===== src/rtl/pipe_rate_gen_if.sv =====
// Control and strobe bundle between the rate generator and its game-logic consumers.
// Channel i of period/thresh/count sits at [i*WIDTH +: WIDTH].
interface pipe_rate_gen_if #(
  parameter int WIDTH    = 10,
  parameter int CHANNELS = 2
);
  logic                      en;
  logic                      restart;
  logic [CHANNELS-1:0]       mode;
  logic [CHANNELS*WIDTH-1:0] period;
  logic [CHANNELS*WIDTH-1:0] thresh;
  logic [CHANNELS-1:0]       out;
  logic [CHANNELS-1:0]       wrap;
  logic [CHANNELS*WIDTH-1:0] count;

  modport master (
    output en, restart, mode, period, thresh,
    input  out, wrap, count
  );

  modport slave (
    input  en, restart, mode, period, thresh,
    output out, wrap, count
  );
endinterface


===== src/rtl/pipe_rate_gen.sv =====
// Multi-channel programmable rate generator; out/wrap are registered from the pre-edge count.
// No backpressure: en=0 freezes every counter, restart re-phases all channels to zero.
module pipe_rate_gen #(
  parameter int WIDTH    = 10,
  parameter int CHANNELS = 2
) (
  input logic            clk,
  input logic            reset_n,
  pipe_rate_gen_if.slave bus
);
  localparam logic [WIDTH-1:0] ONE = WIDTH'(1);

  logic [CHANNELS*WIDTH-1:0] cnt_q, cnt_d;
  logic [CHANNELS-1:0]       out_q, out_d;
  logic [CHANNELS-1:0]       wrap_q, wrap_d;

  for (genvar i = 0; i < CHANNELS; i++) begin : g_ch
    logic [WIDTH-1:0] c, p, t;
    logic             hit, lvl;

    assign c = cnt_q[i*WIDTH +: WIDTH];
    assign p = bus.period[i*WIDTH +: WIDTH];
    assign t = bus.thresh[i*WIDTH +: WIDTH];

    // >= rather than == so a period lowered below the live count wraps at once.
    assign hit = (c >= p);
    assign lvl = bus.mode[i] ? hit : (c > t);

    assign cnt_d[i*WIDTH +: WIDTH] = bus.restart ? '0 :
                                     (!bus.en ? c : (hit ? '0 : c + ONE));
    assign wrap_d[i] = !bus.restart && bus.en && hit;
    // While paused a level output holds its value but a pulse output drops.
    assign out_d[i]  = bus.restart ? 1'b0 :
                       (bus.en ? lvl : (!bus.mode[i] && out_q[i]));
  end

  always_ff @(posedge clk or negedge reset_n) begin
    if (!reset_n) begin
      cnt_q  <= '0;
      out_q  <= '0;
      wrap_q <= '0;
    end else begin
      cnt_q  <= cnt_d;
      out_q  <= out_d;
      wrap_q <= wrap_d;
    end
  end

  assign bus.count = cnt_q;
  assign bus.out   = out_q;
  assign bus.wrap  = wrap_q;
endmodule


===== src/flat_wrapper.sv =====
// flat-port wrapper written by rule: the top's interface ports become plain ports
module pipe_rate_gen_flat 
#(
  parameter int WIDTH    = 10,
  parameter int CHANNELS = 2
)
  (clk, reset_n, bus_en, bus_restart, bus_mode, bus_period, bus_thresh, bus_out, bus_wrap, bus_count);
  pipe_rate_gen_if #(.WIDTH(WIDTH), .CHANNELS(CHANNELS)) bus_i ();
  input logic clk;
  input logic reset_n;
  input wire logic [$bits(bus_i.en)-1:0] bus_en;
  input wire logic [$bits(bus_i.restart)-1:0] bus_restart;
  input wire logic [$bits(bus_i.mode)-1:0] bus_mode;
  input wire logic [$bits(bus_i.period)-1:0] bus_period;
  input wire logic [$bits(bus_i.thresh)-1:0] bus_thresh;
  output wire logic [$bits(bus_i.out)-1:0] bus_out;
  output wire logic [$bits(bus_i.wrap)-1:0] bus_wrap;
  output wire logic [$bits(bus_i.count)-1:0] bus_count;
  assign bus_i.en = bus_en;
  assign bus_i.restart = bus_restart;
  assign bus_i.mode = bus_mode;
  assign bus_i.period = bus_period;
  assign bus_i.thresh = bus_thresh;
  assign bus_out = bus_i.out;
  assign bus_wrap = bus_i.wrap;
  assign bus_count = bus_i.count;
  pipe_rate_gen #(.WIDTH(WIDTH), .CHANNELS(CHANNELS)) u_core (.clk(clk), .reset_n(reset_n), .bus(bus_i));
endmodule

===== config.mk =====
export PLATFORM = sky130hd
export DESIGN_NAME = pipe_rate_gen_flat
export DESIGN_NICKNAME = d
export VERILOG_FILES = /design/src/rtl/pipe_rate_gen_if.sv /design/src/rtl/pipe_rate_gen.sv /design/src/flat_wrapper.sv
export SDC_FILE = /design/constraint.sdc
export NUM_CORES = 1
export LEC_CHECK = 0
export BUFFER_PORTS_ARGS = -buffer_cell sky130_fd_sc_hd__buf_2
export CELL_PAD_IN_SITES_DETAIL_PLACEMENT = 0
export CELL_PAD_IN_SITES_GLOBAL_PLACEMENT = 1
export CORE_MARGIN = 2
export CORE_UTILIZATION = 38
export CTS_CLUSTER_DIAMETER = 120
export DETAILED_ROUTE_END_ITERATION = 8
export PLACE_DENSITY = 0.8
export SLEW_MARGIN = 40
export SYNTH_ARGS = -nofsm -noshare
export SYNTH_HDL_FRONTEND = slang
export SYNTH_SLANG_ARGS = --single-unit

===== constraint.sdc =====
create_clock -name clk -period 2.7 [get_ports clk]
set_clock_uncertainty 0.15 [all_clocks]
set_input_delay 0 -clock clk [delete_from_list [all_inputs] [get_ports clk]]
set_output_delay 0 -clock clk [all_outputs]
set_load 0.005 [all_outputs]

==> results.md, run 1 <==
* Period minus WS final at 2.59 ns
* Area delta synth->final at 25.6%
* Worst Path Required at 2.75 ns
* RSZ-0062 raised after global routing: false
* Least-Margin Pin Slew at 0.547 ns
* Routed len/inst at 13.0 um
* CP max stage delay at 0.55 ns
* Total Wirelength at 5510 um
* Headroom to the max-slew limit at 63.6%
* Routability Congestion at 0.796
* # nets final at 437
* Compound-cell area share of the yosys netlist at 22.0%
* Final Cycle Share at 95.8%
* Pwr dens at 279 mW/mm2
* Mux cell area share after synthesis at 0.883%
* Core footprint at 0.00585 mm2
* Asr flop ratio synth at 100%
* LEAKAGE at 1.61 nW
* Largest net degree at the start of global routing at 25
* YS warnings at 0
* Crit end category: flop
* Initial antenna violation count at 0
* DIE AREA at 0.00660 mm2
* Vias per Instance at 5.14
* Total Power at 0.793 mW
* DR iter-0 viols at 77
* Inserted Diodes at 0
* Peak supply drop at 0.167 mV
* Number of buffers created by CTS at 3
* Crit-path max FO at 10
* EDFF count, synth at 0
* Die Wd at 81.2 um
* # IOs at 70
* Congestion Overflow GR at 0
* Gate Count Post-Synth at 267
* Max cap viols at 0
* First-pass GRT wire length at 9030 um
* Highest-count cells in the layout ignoring fill and taps: buf_2 (69), inv_1 (49), ha_1 (42)
* Final Cell Area at 0.00285 mm2
* Commonest non-fill, non-tap cell in the layout: buf_2
* Setup TNS Final at 0 ns
* Largest family of logic cells by synthesized area: adder cells
* Synth Cell Area at 0.00227 mm2
* CTS HTree Levels at 1
* Fin util at 48.6%
* Post-Synth Simple-Gate Area at 16.8%
* Vias after detailed routing at 2175
* Syn_area_per_cell at 8.49 um2
* # setup viols final at 0
* I/O Buffers at 69
* Row Count at 28
* Vias in the first global route at 2048
* Finished Layout Cells at 423
* Kind of critical path: flop to flop
* DRC viols at 0
* Placement Cell Area at 0.00273 mm2
* Fmax at 387 MHz
* Post-DP HPWL at 4450 um
* Slowest-stage cell, CP: dlygate4sd3_1
* Family with the most delay on the worst path: compound AO/OA/AOI/OAI gates
* Outcome: finished clean
* Clock buffer depth at 2
* CTS tree: built
* Critical path buffers and inverters at 2
* Adder-cell share of the synthesized area at 23.2%
* Worst-Skew Late Latency at 0.27 ns
* Clock sink total at 24
* Drt pass-1 iters at 4
* Top_reg_cell synth: dfrtp_1
* Critical Path AT at 2.63 ns
* Worst path cell trace: inv_1, ha_1, nand2b_4, a211oi_4, o211ai_4, o22a_2, dlygate4sd3_1, o21ai_0
* Starting density of the core at 38.7%
* Post-synthesis sequential area ratio at 26.5%
* Die Ht at 81.2 um
* Share of post-route cells with drive strength above 1 at 26.4%
* Clk slew on worst S/H paths at 0.09 ns
* Synth Area in XOR/XNOR at 1.55%
* Library cells used by synthesis at 48
* Post-DRT Antenna Nets at 0
* Placed cells at 413
* Worst min-delay path class: input pin to flop
* Flops & latches, synth at 24
* Final hold vios at 0
* CP Launch Type: flop
* Clock Root Buffer: clkbuf_8
* Global-route usage over all layers at 17.6%
* Final max-slew violation count at 0
* Syn Nets at 355
-- report_power, final --
group	internal, mW	switching (mW)	total (mW)
sequential	0.365	0.0104	0.375
clock	0.130	0.121	0.252
combinational	0.0804	0.0853	0.166
-- worst reg2reg max path, stage by stage (launching register included) --
cell and delay (ns):
dfrtp_2 0.44, inv_1 0.09, ha_1 0.29, nand2b_4 0.15, a211oi_4 0.30, o211ai_4 0.18
o22a_2 0.23, dlygate4sd3_1 0.55, o21ai_0 0.14
-- cells by family (layout without fill, tap and decap cells) --
group                      after synthesis  count (layout)
and+or+nand+nor                         75              75
muxes                                    2               2
adders and majority gates               42              42
xor gates and xnor gates                 4               4
DFF                                     24              24
AOI/OAI and AO/OA                       67              67
buffers and inverters                   53             134
-- synth_stat cells, types with 4 or more instances --
cell | count | area, um2
inv_1 | 49 | 184
ha_1 | 42 | 526
dfrtp_1 | 24 | 601
nand2_1 | 24 | 90.1
a21oi_1 | 15 | 75.1
nand3_1 | 14 | 70.1
o21ai_0 | 12 | 60.1
nor2_1 | 9 | 33.8
nand4_1 | 7 | 43.8
a21o_1 | 6 | 45.0
nand2b_1 | 5 | 31.3
a31oi_1 | 4 | 25.0
and3_1 | 4 | 25.0
-- final timing paths --
| path | startpoint | end | slack (ns) | cells past startpoint |
|---|---|---|---|---|
| setup / recovery | u_core.bus.count[0] | u_core.bus.count[6] | 0.11 | 8 |
| hold / removal | bus_en | u_core.bus.count[9] | 0.01 | 4 |
| setup reg to reg | u_core.bus.count[0] | u_core.bus.count[6] | 0.11 | 8 |
| hold reg to reg | u_core.bus.count[0] | u_core.bus.count[0] | 0.42 | 1 |
| max in group asynchronous | reset_n | u_core.bus.count[4] | 1.89 | 2 |
| min in group asynchronous | reset_n | u_core.bus.count[9] | 0.11 | 2 |
-- stage by stage --
stage | hold slack (ns) | setup slack (ns)
finish | 0.0122 | 0.115
CTS | 0.00439 | 0.0638
detailed placement | -0.129 | 0.470
global placement | -0.136 | 0.553
global route | 0.0187 | 0.00251
floorplan | -0.446 | 0.706
-- cell type report --
type                            instances  area [um2]
Tap cell                               75        93.8
Timing Repair Buffer                   81         448
Clock buffer                            4        55.1
Fill cell                             578        3010
Multi-Input combinational cell        190        1460
Inverter                               49         184
Sequential cell                        24         603
-- sequential cells by signal, summed over array words and instances, names as in the netlist --
signal and flops:
u_core.bus.count 20, u_core.bus.out 2, u_core.bus.wrap 2
-- routing by layer --
layer  wire, um  vias up  global-route usage [%]
li1           -     1109                       -
met1       2590      987                    21.6
met2       2570       74                    32.1
met3        283        5                    1.22
met4         67        0                    6.27
met5          0        -                       0
-- what timing repair did --
item,4_1_cts,5_1_grt
gates resized for setup,0,2
endpoints found under the hold margin,27,0
endpoints found under the setup margin,0,1
setup buffers,0,1
hold buffers,5,0
Power figures use the tool's default switching activity.
==> run 2: changes to the inputs <==
--- a/config.mk
+++ b/config.mk
@@ -5,11 +5,12 @@
 export SDC_FILE = /design/constraint.sdc
 export NUM_CORES = 1
 export LEC_CHECK = 0
+export ABC_AREA = 1
 export BUFFER_PORTS_ARGS = -buffer_cell sky130_fd_sc_hd__buf_2
 export CELL_PAD_IN_SITES_DETAIL_PLACEMENT = 0
 export CELL_PAD_IN_SITES_GLOBAL_PLACEMENT = 1
 export CORE_MARGIN = 2
-export CORE_UTILIZATION = 38
+export CORE_UTILIZATION = 37
 export CTS_CLUSTER_DIAMETER = 120
 export DETAILED_ROUTE_END_ITERATION = 8
 export PLACE_DENSITY = 0.8
==> run 2 against run 1 <==
Effect of this change: flip-flop and latch count is the same; critical endpoint is now u_core.bus.out[1]; sequential share of layout area decreased by 1.2 points; worst setup slack gained 0.27 ns; largest power group unchanged; global-route usage is 1.0 points lower.
==> results.md, run 2 <==
* Multi-input gate area at 0.00150 mm2
* Global-route usage over all layers at 16.6%
* Commonest non-fill, non-tap cell in the layout: nand2_1
* Clock buffer depth at 2
* Worst Path Required at 2.76 ns
* Post-Synth Simple-Gate Area at 30.7%
* Setup ws final at 0.387 ns
* Final max-slew violation count at 0
* Post-DRT Antenna Nets at 0
* Final hold vios at 0
* Synth Cell Area at 0.00245 mm2
* Vias after detailed routing at 2331
* Initial antenna violation count at 0
* Largest net degree at the start of global routing at 25
* Peak supply drop at 0.309 mV
* Top-count cell post-synth: nand2_1
* Highest-count cells in the layout ignoring fill and taps: nand2_1 (109), inv_1 (83), buf_2 (69)
* Crit-path max FO at 7
* Vias per Instance at 4.57
* I/O Buffers at 69
* CTS tree: built
* Share of post-route cells with drive strength above 1 at 19.4%
* Fmax at 432 MHz
* Gate Count Post-Synth at 354
* Top cells by area, synth: dfrtp_1 (25%), ha_1 (21%), nand2_1 (17%)
* Crit end category: flop
* Post-DP HPWL at 4590 um
* Area leader, netlist: dfrtp_1
* CTS HTree Levels at 1
* Period minus WS final at 2.31 ns
* Mux cell area share after synthesis at 0%
* Setup TNS Final at 0 ns
* Headroom to the max-slew limit at 54.4%
* Pwr dens at 285 mW/mm2
* # IOs at 70
* Largest register FFs at 20
* Outcome: finished clean
* RSZ-0062 raised after global routing: false
* Flops & latches, synth at 24
* LEAKAGE at 1.94 nW
* Core footprint at 0.00639 mm2
* Post-synth top cells: nand2_1 (109), inv_1 (83), ha_1 (42), dfrtp_1 (24), nand3_1 (21)
* Inserted Diodes at 0
* Largest family of logic cells by synthesized area: simple AND/OR/NAND/NOR gates
* Area delta synth->final at 23.0%
* Clock Root Buffer: clkbuf_8
* Routability Congestion at 0.767
* Post CTS Setup Buffer Count at 0
* Final Cycle Share at 85.7%
* Routed len/inst at 11.3 um
* Drt pass-1 iters at 4
* Worst min-delay path class: input pin to async pin
* EDFF count, synth at 0
* Adder-cell share of the synthesized area at 21.5%
* Row Count at 29
* YS warnings at 0
* First-pass GRT wire length at 9910 um
* Clk slew on worst S/H paths at 0.10 ns
* Congestion Overflow GR at 0
* Resize count post-CTS at 0
* Compound-cell area share of the yosys netlist at 4.81%
* Total Wirelength at 5770 um
* # nets final at 522
* Post-synth top area share at 24.6%
* DR iter-0 viols at 69
* Die Ht at 85.3 um
* Library cells used by synthesis at 26
* Vias in the first global route at 2224
* Starting density of the core at 38.3%
* Worst-Skew Late Latency at 0.27 ns
* Place WS at 0.684 ns
* Clock sink total at 24
* Post-synthesis sequential area ratio at 24.6%
* Number of buffers created by CTS at 3
* DIE AREA at 0.00728 mm2
* Filler instances at 674
* Asr flop ratio synth at 100%
* Critical Path AT at 2.38 ns
* CP Launch Type: flop
* Syn_area_per_cell at 6.91 um2
* Storage cell area at 601 um2
* Max cap viols at 0
* Syn Nets at 442
* Synth Area in XOR/XNOR at 4.30%
* # setup viols final at 0
* Die Wd at 85.3 um
* DRC viols at 0
* Top_reg_cell synth: dfrtp_1
* Kind of critical path: flop to flop
* Least-Margin Pin Slew at 0.681 ns
==> run 2: changes by cell type in the layout (fill, tap and decap cells not counted), sizes merged, moves of 7 or more <==
| cell | change |
|---|---|
| nor2 | +9 |
| nand2 | +84 |
| nand3b | +7 |
| inv | +34 |
| xor2 | +10 |
| nand3 | +9 |
==> run 2: final timing paths <==
check	endpoint	cells after the start	start	slack, ns
setup / recovery	u_core.bus.out[1]	11	u_core.bus.count[15]	0.39
hold / removal	u_core.bus.wrap[1]	2	reset_n	0.12
setup reg to reg	u_core.bus.out[1]	11	u_core.bus.count[15]	0.39
hold reg to reg	u_core.bus.count[0]	2	u_core.bus.count[0]	0.46
max in group asynchronous	u_core.bus.count[15]	2	reset_n	1.90
min in group clk	u_core.bus.wrap[1]	8	bus_period[10]	0.32
==> run 2: where the power goes <==
group / leakage [nW] / total [mW] / switching (mW) / internal, mW
clock network: 0.0357 / 0.326 / 0.128 / 0.198
registers: 0.332 / 0.376 / 0.0108 / 0.365
logic: 1.57 / 0.155 / 0.0836 / 0.0712
==> run 2: layout make-up <==
type	count	area share, %
multi-input cells	244	49.8
clock buffers	3	1.37
flip-flops and latches	24	20.0
inverters	83	10.4
well taps	77	3.20
repair buffers	78	14.3
clock inverters	1	0.998
==> run 2: critical path, stage by stage, from the launching register on <==
cell	delay, ns
dfrtp_1	0.39
buf_4	0.17
ha_1	0.30
nand2_1	0.07
nor2_1	0.15
nand3_1	0.10
nand3_1	0.09
nand2_1	0.07
nand2_1	0.06
nand3_1	0.06
nand2_1	0.09
dlygate4sd3_1	0.55
==> run 2: kinds of logic (layout without fill, tap and decap cells) <==
| logic type | Yosys count | after routing |
|---|---|---|
| flip-flops | 24 | 24 |
| AO/OA/AOI/OAI | 22 | 22 |
| adder cells (fa/ha/maj) | 42 | 42 |
| XOR/XNOR | 12 | 12 |
| buffers and inverters | 86 | 165 |
| AND/OR/NAND/NOR | 168 | 168 |
==> run 2: stage by stage <==
step	instances	hold slack (ns)	area [um2]	util [%]	power [mW]
floorplan	354	-0.446	2450	-	0.466
global placement	499	-0.118	2870	44.9	0.532
detailed placement	499	-0.117	2870	44.9	0.534
CTS	510	0.117	3010	47.1	0.870
global route	510	0.165	3010	47.1	0.901
finish	510	0.118	3010	47.1	0.857
==> run 2: repair_timing <==
action,4_1_cts,5_1_grt
hold buffers,7,0
endpoints found under the setup margin,0,0
hold endpoints to repair,38,0
==> run 2: metal layers <==
layer	up-vias	global-route usage [%]	share of wire [%]
li1	1249	-	-
met1	1030	23.2	49
met2	50	28.1	47
met3	2	1.17	3.4
met4	0	3.46	0.62
met5	-	0	0
==> run 3: changes to the inputs <==
--- a/config.mk
+++ b/config.mk
@@ -14,6 +14,7 @@
 export CTS_CLUSTER_DIAMETER = 120
 export DETAILED_ROUTE_END_ITERATION = 8
 export PLACE_DENSITY = 0.8
+export RECOVER_POWER = 100
 export SLEW_MARGIN = 40
 export SYNTH_ARGS = -nofsm -noshare
 export SYNTH_HDL_FRONTEND = slang
==> run 3 against run 2 <==
Effect of this change: design area decreased by 0.67%; die area unchanged; maximum frequency increased by 0.66%; count of clock-buffer cells in the layout unchanged.
==> results.md, run 3 (synthesized netlist as in run 2, its figures left out) <==
* Outcome: finished clean
* Starting density of the core at 38.3%
* LEAKAGE at 1.90 nW
* Fmax at 435 MHz
* RSZ-0062 raised after global routing: false
* Setup TNS Final at 0 ns
* Die Ht at 85.3 um
* # IOs at 70
* CP max stage delay at 0.55 ns
* Final max-slew violation count at 0
* R2R Path Start: u_core.bus.count[15]
* DRC viols at 0
* Core footprint at 0.00639 mm2
* Critical path's most frequent cell: nand2_1
* Vias per Instance at 4.55
* Post-DP HPWL at 4590 um
* Total Wirelength at 5760 um
* Die Wd at 85.3 um
* Largest register FFs at 20
* DIE AREA at 0.00728 mm2
* CTS tree: built
* Critical Path AT at 2.36 ns
* Worst-Skew Late Latency at 0.27 ns
* Number of buffers created by CTS at 3
* Family with the most delay on the worst path: buffers and inverters
* Hold path depth at 8
* Commonest non-fill, non-tap cell in the layout: nand2_1
* Hold path start: bus_period[10]
* Crit end category: flop
* # hold bufs at CTS at 7
* Resize count post-CTS at 0
* Headroom to the max-slew limit at 9.35%
* First-pass GRT wire length at 9910 um
* CTS HTree Levels at 1
* Hold endpoint: u_core.bus.wrap[1]
* Inserted Diodes at 0
* Slowest-stage cell, CP: dlygate4sd3_1
* Vias in the first global route at 2224
* I/O Buffers at 69
* Share of post-route cells with drive strength above 1 at 16.9%
* # nets final at 522
* Worst R2R Path Depth at 11
* Peak supply drop at 0.307 mV
* Placement Cell Area at 0.00287 mm2
* Fin util at 46.8%
* R2r setup slk at 0.40 ns
* Clock sink total at 24
* Row Count at 29
* Final Cell Area at 0.00299 mm2
* Post-DRT Antenna Nets at 0
* Hold WS at 0.247 ns
* Clock Root Buffer: clkbuf_8
* Area delta synth->final at 22.2%
* Worst min-delay path class: input pin to flop
* Clock buffer depth at 2
* Period minus WS final at 2.30 ns
* FF-to-FF End: u_core.bus.out[1]
* Routability Congestion at 0.767
* Routed len/inst at 11.3 um
* Least-Margin Pin Slew at 1.36 ns
* Initial antenna violation count at 0
* Largest net degree at the start of global routing at 25
* Post CTS Setup Buffer Count at 0
* # setup viols final at 0
* Drt pass-1 iters at 4
* Total Power at 0.853 mW
* Worst Path Required at 2.76 ns
* Critical path buffers and inverters at 2
* Final hold vios at 0
* Highest-count cells in the layout ignoring fill and taps: nand2_1 (109), inv_1 (83), buf_2 (59)
* Crit-path max FO at 7
* DR iter-0 viols at 76
* CP Launch Type: flop
* Final Cycle Share at 85.1%
* Max cap viols at 0
* Worst path cell trace: buf_4, ha_1, nand2_1, nor2_1, nand3_1, nand3_1, nand2_1, nand2_1, nand3_1, nand2_1, dlygate4sd3_1
* Pwr dens at 285 mW/mm2
* Congestion Overflow GR at 0
* Vias after detailed routing at 2323
* Global-route usage over all layers at 16.6%
* Clk slew on worst S/H paths at 0.10 ns
* Kind of critical path: flop to flop
run 3: cell types whose count changed in the layout (fill, tap and decap cells not counted), sizes merged:
cell / before / now
buf: 71 / 61
clkbuf: 3 / 13
run 3: worst register-to-register path: cells and delay by family (launching register included):
kind                     cells  cell delay [ns]
flip-flops                   1             0.39
adder cells (fa/ha/maj)      1             0.30
buffers and inverters        2             0.72
AND/OR/NAND/NOR              8             0.69
run 3: layout make-up:
class	instances	area, um2
clock buffer	3	41.3
clock inverter	1	30.0
fill	679	3400
inverter	83	312
multi-input combinational	244	1490
sequential	24	601
tap	77	96.3
timing repair buffer	78	418
run 3: worst max-delay path by stage:
stage	to	from	depth (start not counted)	slack, ns
2_1_floorplan	u_core.bus.count[19]	u_core.bus.count[15]	10	1.0
6_report	u_core.bus.out[1]	u_core.bus.count[15]	11	0.40
3_5_place_dp	u_core.bus.wrap[0]	u_core.bus.count[5]	9	0.68
4_1_cts	u_core.bus.out[1]	u_core.bus.count[15]	11	0.41
3_3_place_gp	u_core.bus.wrap[0]	u_core.bus.count[5]	9	0.71
5_1_grt	u_core.bus.out[1]	u_core.bus.count[15]	11	0.26
run 3: layer usage:
metal / wire length [um] / GRT usage (%) / vias up
met3: 186 / 1.17 / 2
met4: 36 / 3.46 / 0
met1: 2850 / 23.2 / 1028
li1: - / - / 1247
met5: 0 / 0 / -
met2: 2690 / 28.1 / 46
run 3: report_power, final:
group          internal (mW)  switching [mW]  total [mW]
Combinational         0.0696          0.0833       0.153
Clock                  0.198           0.126       0.324
Sequential             0.365          0.0108       0.376
Total                  0.633           0.220       0.853
run 3: metrics by stage:
step           cells  worst slack (ns)
6_report         510             0.402
4_1_cts          510             0.407
3_5_place_dp     499             0.684
2_1_floorplan    354             0.997
3_3_place_gp     499             0.710
5_1_grt          510             0.264
